### src/rtl/frac_clk_div.sv
// frac_clk_div: fractional clock divider, average ratio N + num/den, 50% duty via a negedge term.
//   clk_in       input clock (posedge state, negedge half-cycle duty register)
//   rst          synchronous active-low reset
//   enable       run request, stops output at the next period boundary when low
//   cfg_valid    new divisor offered on cfg_int / cfg_num / cfg_den
//   cfg_ready    high when no accepted config is waiting for a boundary
//   cfg_err      one-cycle pulse when an offered config is rejected
//   clk_out      divided clock
//   period_start one-cycle pulse in the clk_in cycle where clk_out rises
module frac_clk_div #(
   parameter int INT_W   = 8,
   parameter int FRAC_W  = 8,
   parameter int DEF_INT = 8,
   parameter int DEF_NUM = 7,
   parameter int DEF_DEN = 10
) (
   input  logic              clk_in,
   input  logic              rst,
   input  logic              enable,
   input  logic              cfg_valid,
   input  logic [INT_W-1:0]  cfg_int,
   input  logic [FRAC_W-1:0] cfg_num,
   input  logic [FRAC_W-1:0] cfg_den,
   output logic              cfg_ready,
   output logic              cfg_err,
   output logic              clk_out,
   output logic              period_start
);
   typedef enum logic {S_IDLE, S_RUN} state_t;
   state_t            state_q, state_d;
   logic [INT_W:0]    cnt_q, cnt_d, len_q, len_d, cnt_inc, half, new_len;
   logic [FRAC_W:0]   acc_q, acc_d, acc_base, sum;
   logic [INT_W-1:0]  int_q, int_d, sh_int_q, sh_int_d;
   logic [FRAC_W-1:0] num_q, num_d, den_q, den_d, sh_num_q, sh_num_d, sh_den_q, sh_den_d;
   logic              pend_q, pend_d, clk_q, clk_d, ext_q, ext_d, ps_q, ps_d, err_q, err_d, neg_q;
   logic              bnd, apply, wrap, start, take, bad;
   always_comb begin
      // idle counts as a permanent boundary so pending configs and enable act at once
      bnd      = (state_q == S_IDLE) | (cnt_q == len_q - 1'b1);
      apply    = bnd & pend_q;
      int_d    = apply ? sh_int_q : int_q;
      num_d    = apply ? sh_num_q : num_q;
      den_d    = apply ? sh_den_q : den_q;
      acc_base = apply ? '0 : acc_q;
      sum      = acc_base + {1'b0, num_d};
      wrap     = sum >= {1'b0, den_d};
      new_len  = {1'b0, int_d} + {{INT_W{1'b0}}, wrap};
      start    = bnd & enable;
      cnt_inc  = cnt_q + 1'b1;
      half     = len_q >> 1;
      state_d  = bnd ? (enable ? S_RUN : S_IDLE) : state_q;
      cnt_d    = bnd ? '0 : cnt_inc;
      len_d    = start ? new_len : len_q;
      acc_d    = start ? (wrap ? sum - {1'b0, den_d} : sum) : acc_base;
      clk_d    = start | (~bnd & (cnt_inc < half));
      // first low cycle of an odd period: the negedge term keeps clk_out high for its first half
      ext_d    = ~bnd & len_q[0] & (cnt_inc == half);
      ps_d     = start;
      take     = cfg_valid & ~pend_q;
      bad      = (cfg_int < INT_W'(2)) | (cfg_den == '0) | (cfg_num >= cfg_den);
      err_d    = take & bad;
      pend_d   = (take & ~bad) | (pend_q & ~bnd);
      sh_int_d = (take & ~bad) ? cfg_int : sh_int_q;
      sh_num_d = (take & ~bad) ? cfg_num : sh_num_q;
      sh_den_d = (take & ~bad) ? cfg_den : sh_den_q;
   end
   always_ff @(posedge clk_in) begin
      if (!rst) begin
         state_q  <= S_IDLE;
         cnt_q    <= '0;
         len_q    <= '0;
         acc_q    <= '0;
         int_q    <= INT_W'(DEF_INT);
         num_q    <= FRAC_W'(DEF_NUM);
         den_q    <= FRAC_W'(DEF_DEN);
         sh_int_q <= '0;
         sh_num_q <= '0;
         sh_den_q <= '0;
         pend_q   <= 1'b0;
         clk_q    <= 1'b0;
         ext_q    <= 1'b0;
         ps_q     <= 1'b0;
         err_q    <= 1'b0;
      end else begin
         state_q  <= state_d;
         cnt_q    <= cnt_d;
         len_q    <= len_d;
         acc_q    <= acc_d;
         int_q    <= int_d;
         num_q    <= num_d;
         den_q    <= den_d;
         sh_int_q <= sh_int_d;
         sh_num_q <= sh_num_d;
         sh_den_q <= sh_den_d;
         pend_q   <= pend_d;
         clk_q    <= clk_d;
         ext_q    <= ext_d;
         ps_q     <= ps_d;
         err_q    <= err_d;
      end
   end
   always_ff @(negedge clk_in) neg_q <= rst ? clk_q : 1'b0;
   // ext_q gates the negedge term so a posedge reset or period end can never leave a stale half-cycle
   assign clk_out      = clk_q | (ext_q & neg_q);
   assign cfg_ready    = ~pend_q;
   assign cfg_err      = err_q;
   assign period_start = ps_q;
endmodule

### config.mk
export PLATFORM = sky130hd
export DESIGN_NAME = frac_clk_div
export DESIGN_NICKNAME = d
export VERILOG_FILES = /design/src/rtl/frac_clk_div.sv
export SDC_FILE = /design/constraint.sdc
export NUM_CORES = 1
export LEC_CHECK = 0
export BUFFER_PORTS_ARGS = -buffer_cell sky130_fd_sc_hd__buf_2
export CORE_MARGIN = 1.5
export CORE_UTILIZATION = 54
export CTS_CLUSTER_DIAMETER = 80
export DETAILED_ROUTE_END_ITERATION = 10
export GPL_TIMING_DRIVEN = 0
export PLACE_DENSITY = 0.68
export SLEW_MARGIN = 5
export SYNTH_ARGS = -nofsm -noshare
export SYNTH_HDL_FRONTEND = slang
export SYNTH_SLANG_ARGS = --single-unit
### constraint.sdc
create_clock -name clk_in -period 7.7 [get_ports clk_in]
set_clock_uncertainty 0.1 [all_clocks]
set_input_delay 1.54 -clock clk_in [delete_from_list [all_inputs] [get_ports clk_in]]
set_output_delay 1.54 -clock clk_in [all_outputs]
set_load 0.03 [all_outputs]
==> flow_summary.json <==
{
  "synthesis.area_sq_um": 4980,
  "yosysTopAreaCellShare": 0.330,
  "period_minus_slack_ns": 7.06,
  "worst-r2r-cell-count": 30,
  "ir_worst_vdd_uv": 323,
  "power_frac_clock": 0.204,
  "synth_top_cell_by_area": "dfxtp_1",
  "synthesis.instances": 568,
  "max_slew_margin": 0.601,
  "clock_sinks": 82,
  "row_count": 34,
  "worstSetupPathType": "reg -> reg",
  "critPathSlowestCell": "nor4_4",
  "grt_pass1_wl_microns": 19400,
  "seq_area_frac_synth": 0.330,
  "cellPowerDensity_nw_per_um2": 273,
  "run_status": "finished clean",
  "core_area_sq_um": 8850,
  "die_h_microns": 99.0,
  "fmax_ghz": 0.142,
  "n_antenna_cell": 0,
  "cts_tree": "yes",
  "wl_per_cell_microns": 15.8,
  "synth.ff_latch_count": 82,
  "overflow": 0,
  "path_max_fanout": 10,
  "antenna_found_initial": 0,
  "hold_end": "sh_num_q[6]$_SDFFE_PN0P_",
  "synthArstFlopShare": 0,
  "final.fill_count": 824,
  "crit_buf_inv": 2,
  "whs_ns": 0.366,
  "clock_path_buffers": 2,
  "yosys-top-cells-area": "dfxtp_1, ha_1, mux2i_1",
  "crit_required_ns": 7.82,
  "power_switching_share": 0.394,
  "period_share": 0.917,
  "root_buffer": "clkbuf_8",
  "r2r-start": "len_q[0]$_SDFFE_PN0P_",
  "seqPwrFrac": 0.325,
  "portBuffers": 31,
  "grt_max_degree": 14,
  "maxCapViolations": 0,
  "multiInputGateArea_sq_um": 3110,
  "holdPathStages": 2,
  "setup_tns_ns": 0,
  "critPathLaunchType": "flop",
  "p_sw_mw": 0.587,
  "drive_gt1_frac": 0.131,
  "worst_slack_ns": 0.642,
  "numCtsBuffers": 9,
  "critPathMostFrequentCell": "ha_1",
  "post_cts_buffers": 0,
  "p_comb_frac": 0.471,
  "hold_class": "reg -> reg",
  "vias_per_cell": 5.67,
  "r2r_end": "len_q[6]$_SDFFE_PN0P_",
  "vias": 4084,
  "drtPass1Iterations": 4,
  "p_int_mw": 0.901,
  "syn_nets": 634,
  "drt-initial-drc-count": 142,
  "initial_core_util": 0.563,
  "power_leakage_nw": 2.50,
  "wirelength_microns": 11400,
  "die_area_sq_um": 9810,
  "synth_warnings": 0,
  "post_cts_resized": 0,
  "synth_most_common_cell": "dfxtp_1",
  "slew_violations": 0,
  "pre_cts_ws_ns": 0.609,
  "synth_edf_count": 0,
  "synthTopCellsByCount": "dfxtp_1, nand2_1, mux2i_1",
  "cpPeakStageDelay_ns": 0.42,
  "seq_area_sq_um": 1640,
  "setup_viol": 0,
  "synth.avg_cell_area_sq_um": 8.77,
  "track_usage": 0.250,
  "hold_viol": 0,
  "htree_levels": 3,
  "final_util": 0.616,
  "io-pin-count": 32,
  "ys_types": 61,
  "clk_latency_ns": 0.36,
  "synth-main-ff-cell": "dfxtp_1",
  "cp-end-kind": "flop",
  "final_cell_area_sq_um": 5450,
  "die_w_microns": 99.0,
  "cp.arrival_ns": 7.18,
  "holdCritStartpoint": "sh_num_q[6]$_SDFFE_PN0P_",
  "nets": 675,
  "dp_hpwl_microns": 8970,
  "r2r_slack_ns": 0.64,
  "critical_path.top_delay_family": "simple AND/OR/NAND/NOR gates",
  "route.detailed.drc": 0,
  "gp_congestion": 0.921,
  "cts_hold_buf": 0,
  "antenna_left": 0,
  "area_growth_syn_to_layout_pct": 9.37,
  "worstMarginPinSlew_ns": 0.599,
  "rsz0062_at_grt": "false",
  "placed_area_sq_um": 5270,
  "grt_pass1_vias": 4057,
  "cts.clk_slew.worst_paths_ns": 0.09
}
[final cells by class]
class,count,share of cell area
sequential,82,0.301
clock inverter,6,0.0110
buffer,25,0.0214
multi-input combinational,431,0.571
clock buffer,9,0.0227
timing repair buffer,31,0.0285
inverter,28,0.0193
tap,108,0.0248
[power by group through the flow]
| stage | Clock [mW] | Sequential (mW) | Combinational, mW |
|---|---|---|---|
| 2_1_floorplan | 0.00163 | 0.488 | 0.551 |
| 3_3_place_gp | 0.00163 | 0.493 | 0.677 |
| 3_5_place_dp | 0.00163 | 0.494 | 0.694 |
| 4_1_cts | 0.311 | 0.484 | 0.700 |
| 5_1_grt | 0.327 | 0.488 | 0.787 |
| 6_report | 0.304 | 0.484 | 0.700 |
[metal layers]
layer | up-vias | global-route usage | share of wire
li1 | 2054 | - | -
met1 | 1936 | 0.310 | 0.45
met2 | 67 | 0.430 | 0.49
met3 | 27 | 0.0411 | 0.037
met4 | 0 | 0.107 | 0.025
met5 | - | 0 | 0
[stage by stage]
| stage | power (mW) | instances |
|---|---|---|
| 2_1_floorplan | 1.04 | 568 |
| 3_3_place_gp | 1.17 | 707 |
| 3_5_place_dp | 1.19 | 707 |
| 4_1_cts | 1.49 | 721 |
| 5_1_grt | 1.60 | 720 |
| 6_report | 1.49 | 720 |
[cells by family after synthesis]
kind of cell | synth area share
simple gates | 0.225
buf+inv | 0.0460
xor+xnor | 0.0716
fa+ha+maj | 0.0985
mux | 0.101
flops | 0.330
compound gates | 0.128
[worst register-to-register path: cells and delay by family, from the launching register on]
| family | cells | cell delay [ns] |
|---|---|---|
| flops | 1 | 0.40 |
| compound gates | 7 | 1.18 |
| simple gates | 12 | 2.75 |
| xor+xnor | 3 | 0.47 |
| buf+inv | 2 | 0.39 |
| fa+ha+maj | 6 | 1.64 |
[state kept, by name, summed over array words and instances (netlist names)]
register      count
den_q             8
acc_q             9
num_q             8
sh_num_q          8
ext_q             1
cfg_err           1
int_q             8
sh_den_q          8
cnt_q             9
clk_q             1
state_q           1
pend_q            1
period_start      1
neg_q             1
sh_int_q          8
len_q             9
[layout by cell type, fill, tap and decap left out, drive strengths merged, types with 3 or more instances in the layout]
master	count
dfxtp	82
nand2	75
buf	41
mux2i	38
ha	36
nor2	33
inv	30
xnor2	26
clkbuf	24
nand3	22
a21oi	22
and2	19
and3	17
xor2	13
o21ai	12
mux2	11
nand4	10
nor2b	10
nor3	9
o21a	9
a21o	8
o211ai	7
or2	6
nor4	5
a31oi	4
a21boi	3
or3	3
nand2b	3
a211o	3
o31ai	3
[worst max-delay path by stage]
stage | start | endpoint | cells past startpoint
floorplan | rst | neg_q$_SDFF_NN0_ | 3
global placement | len_q[0]$_SDFFE_PN0P_ | len_q[6]$_SDFFE_PN0P_ | 31
detailed placement | len_q[0]$_SDFFE_PN0P_ | len_q[6]$_SDFFE_PN0P_ | 31
CTS | len_q[0]$_SDFFE_PN0P_ | len_q[6]$_SDFFE_PN0P_ | 31
global route | len_q[0]$_SDFFE_PN0P_ | len_q[6]$_SDFFE_PN0P_ | 30
finish | len_q[0]$_SDFFE_PN0P_ | len_q[6]$_SDFFE_PN0P_ | 30
No activity file was read; power rests on OpenSTA's default activity.
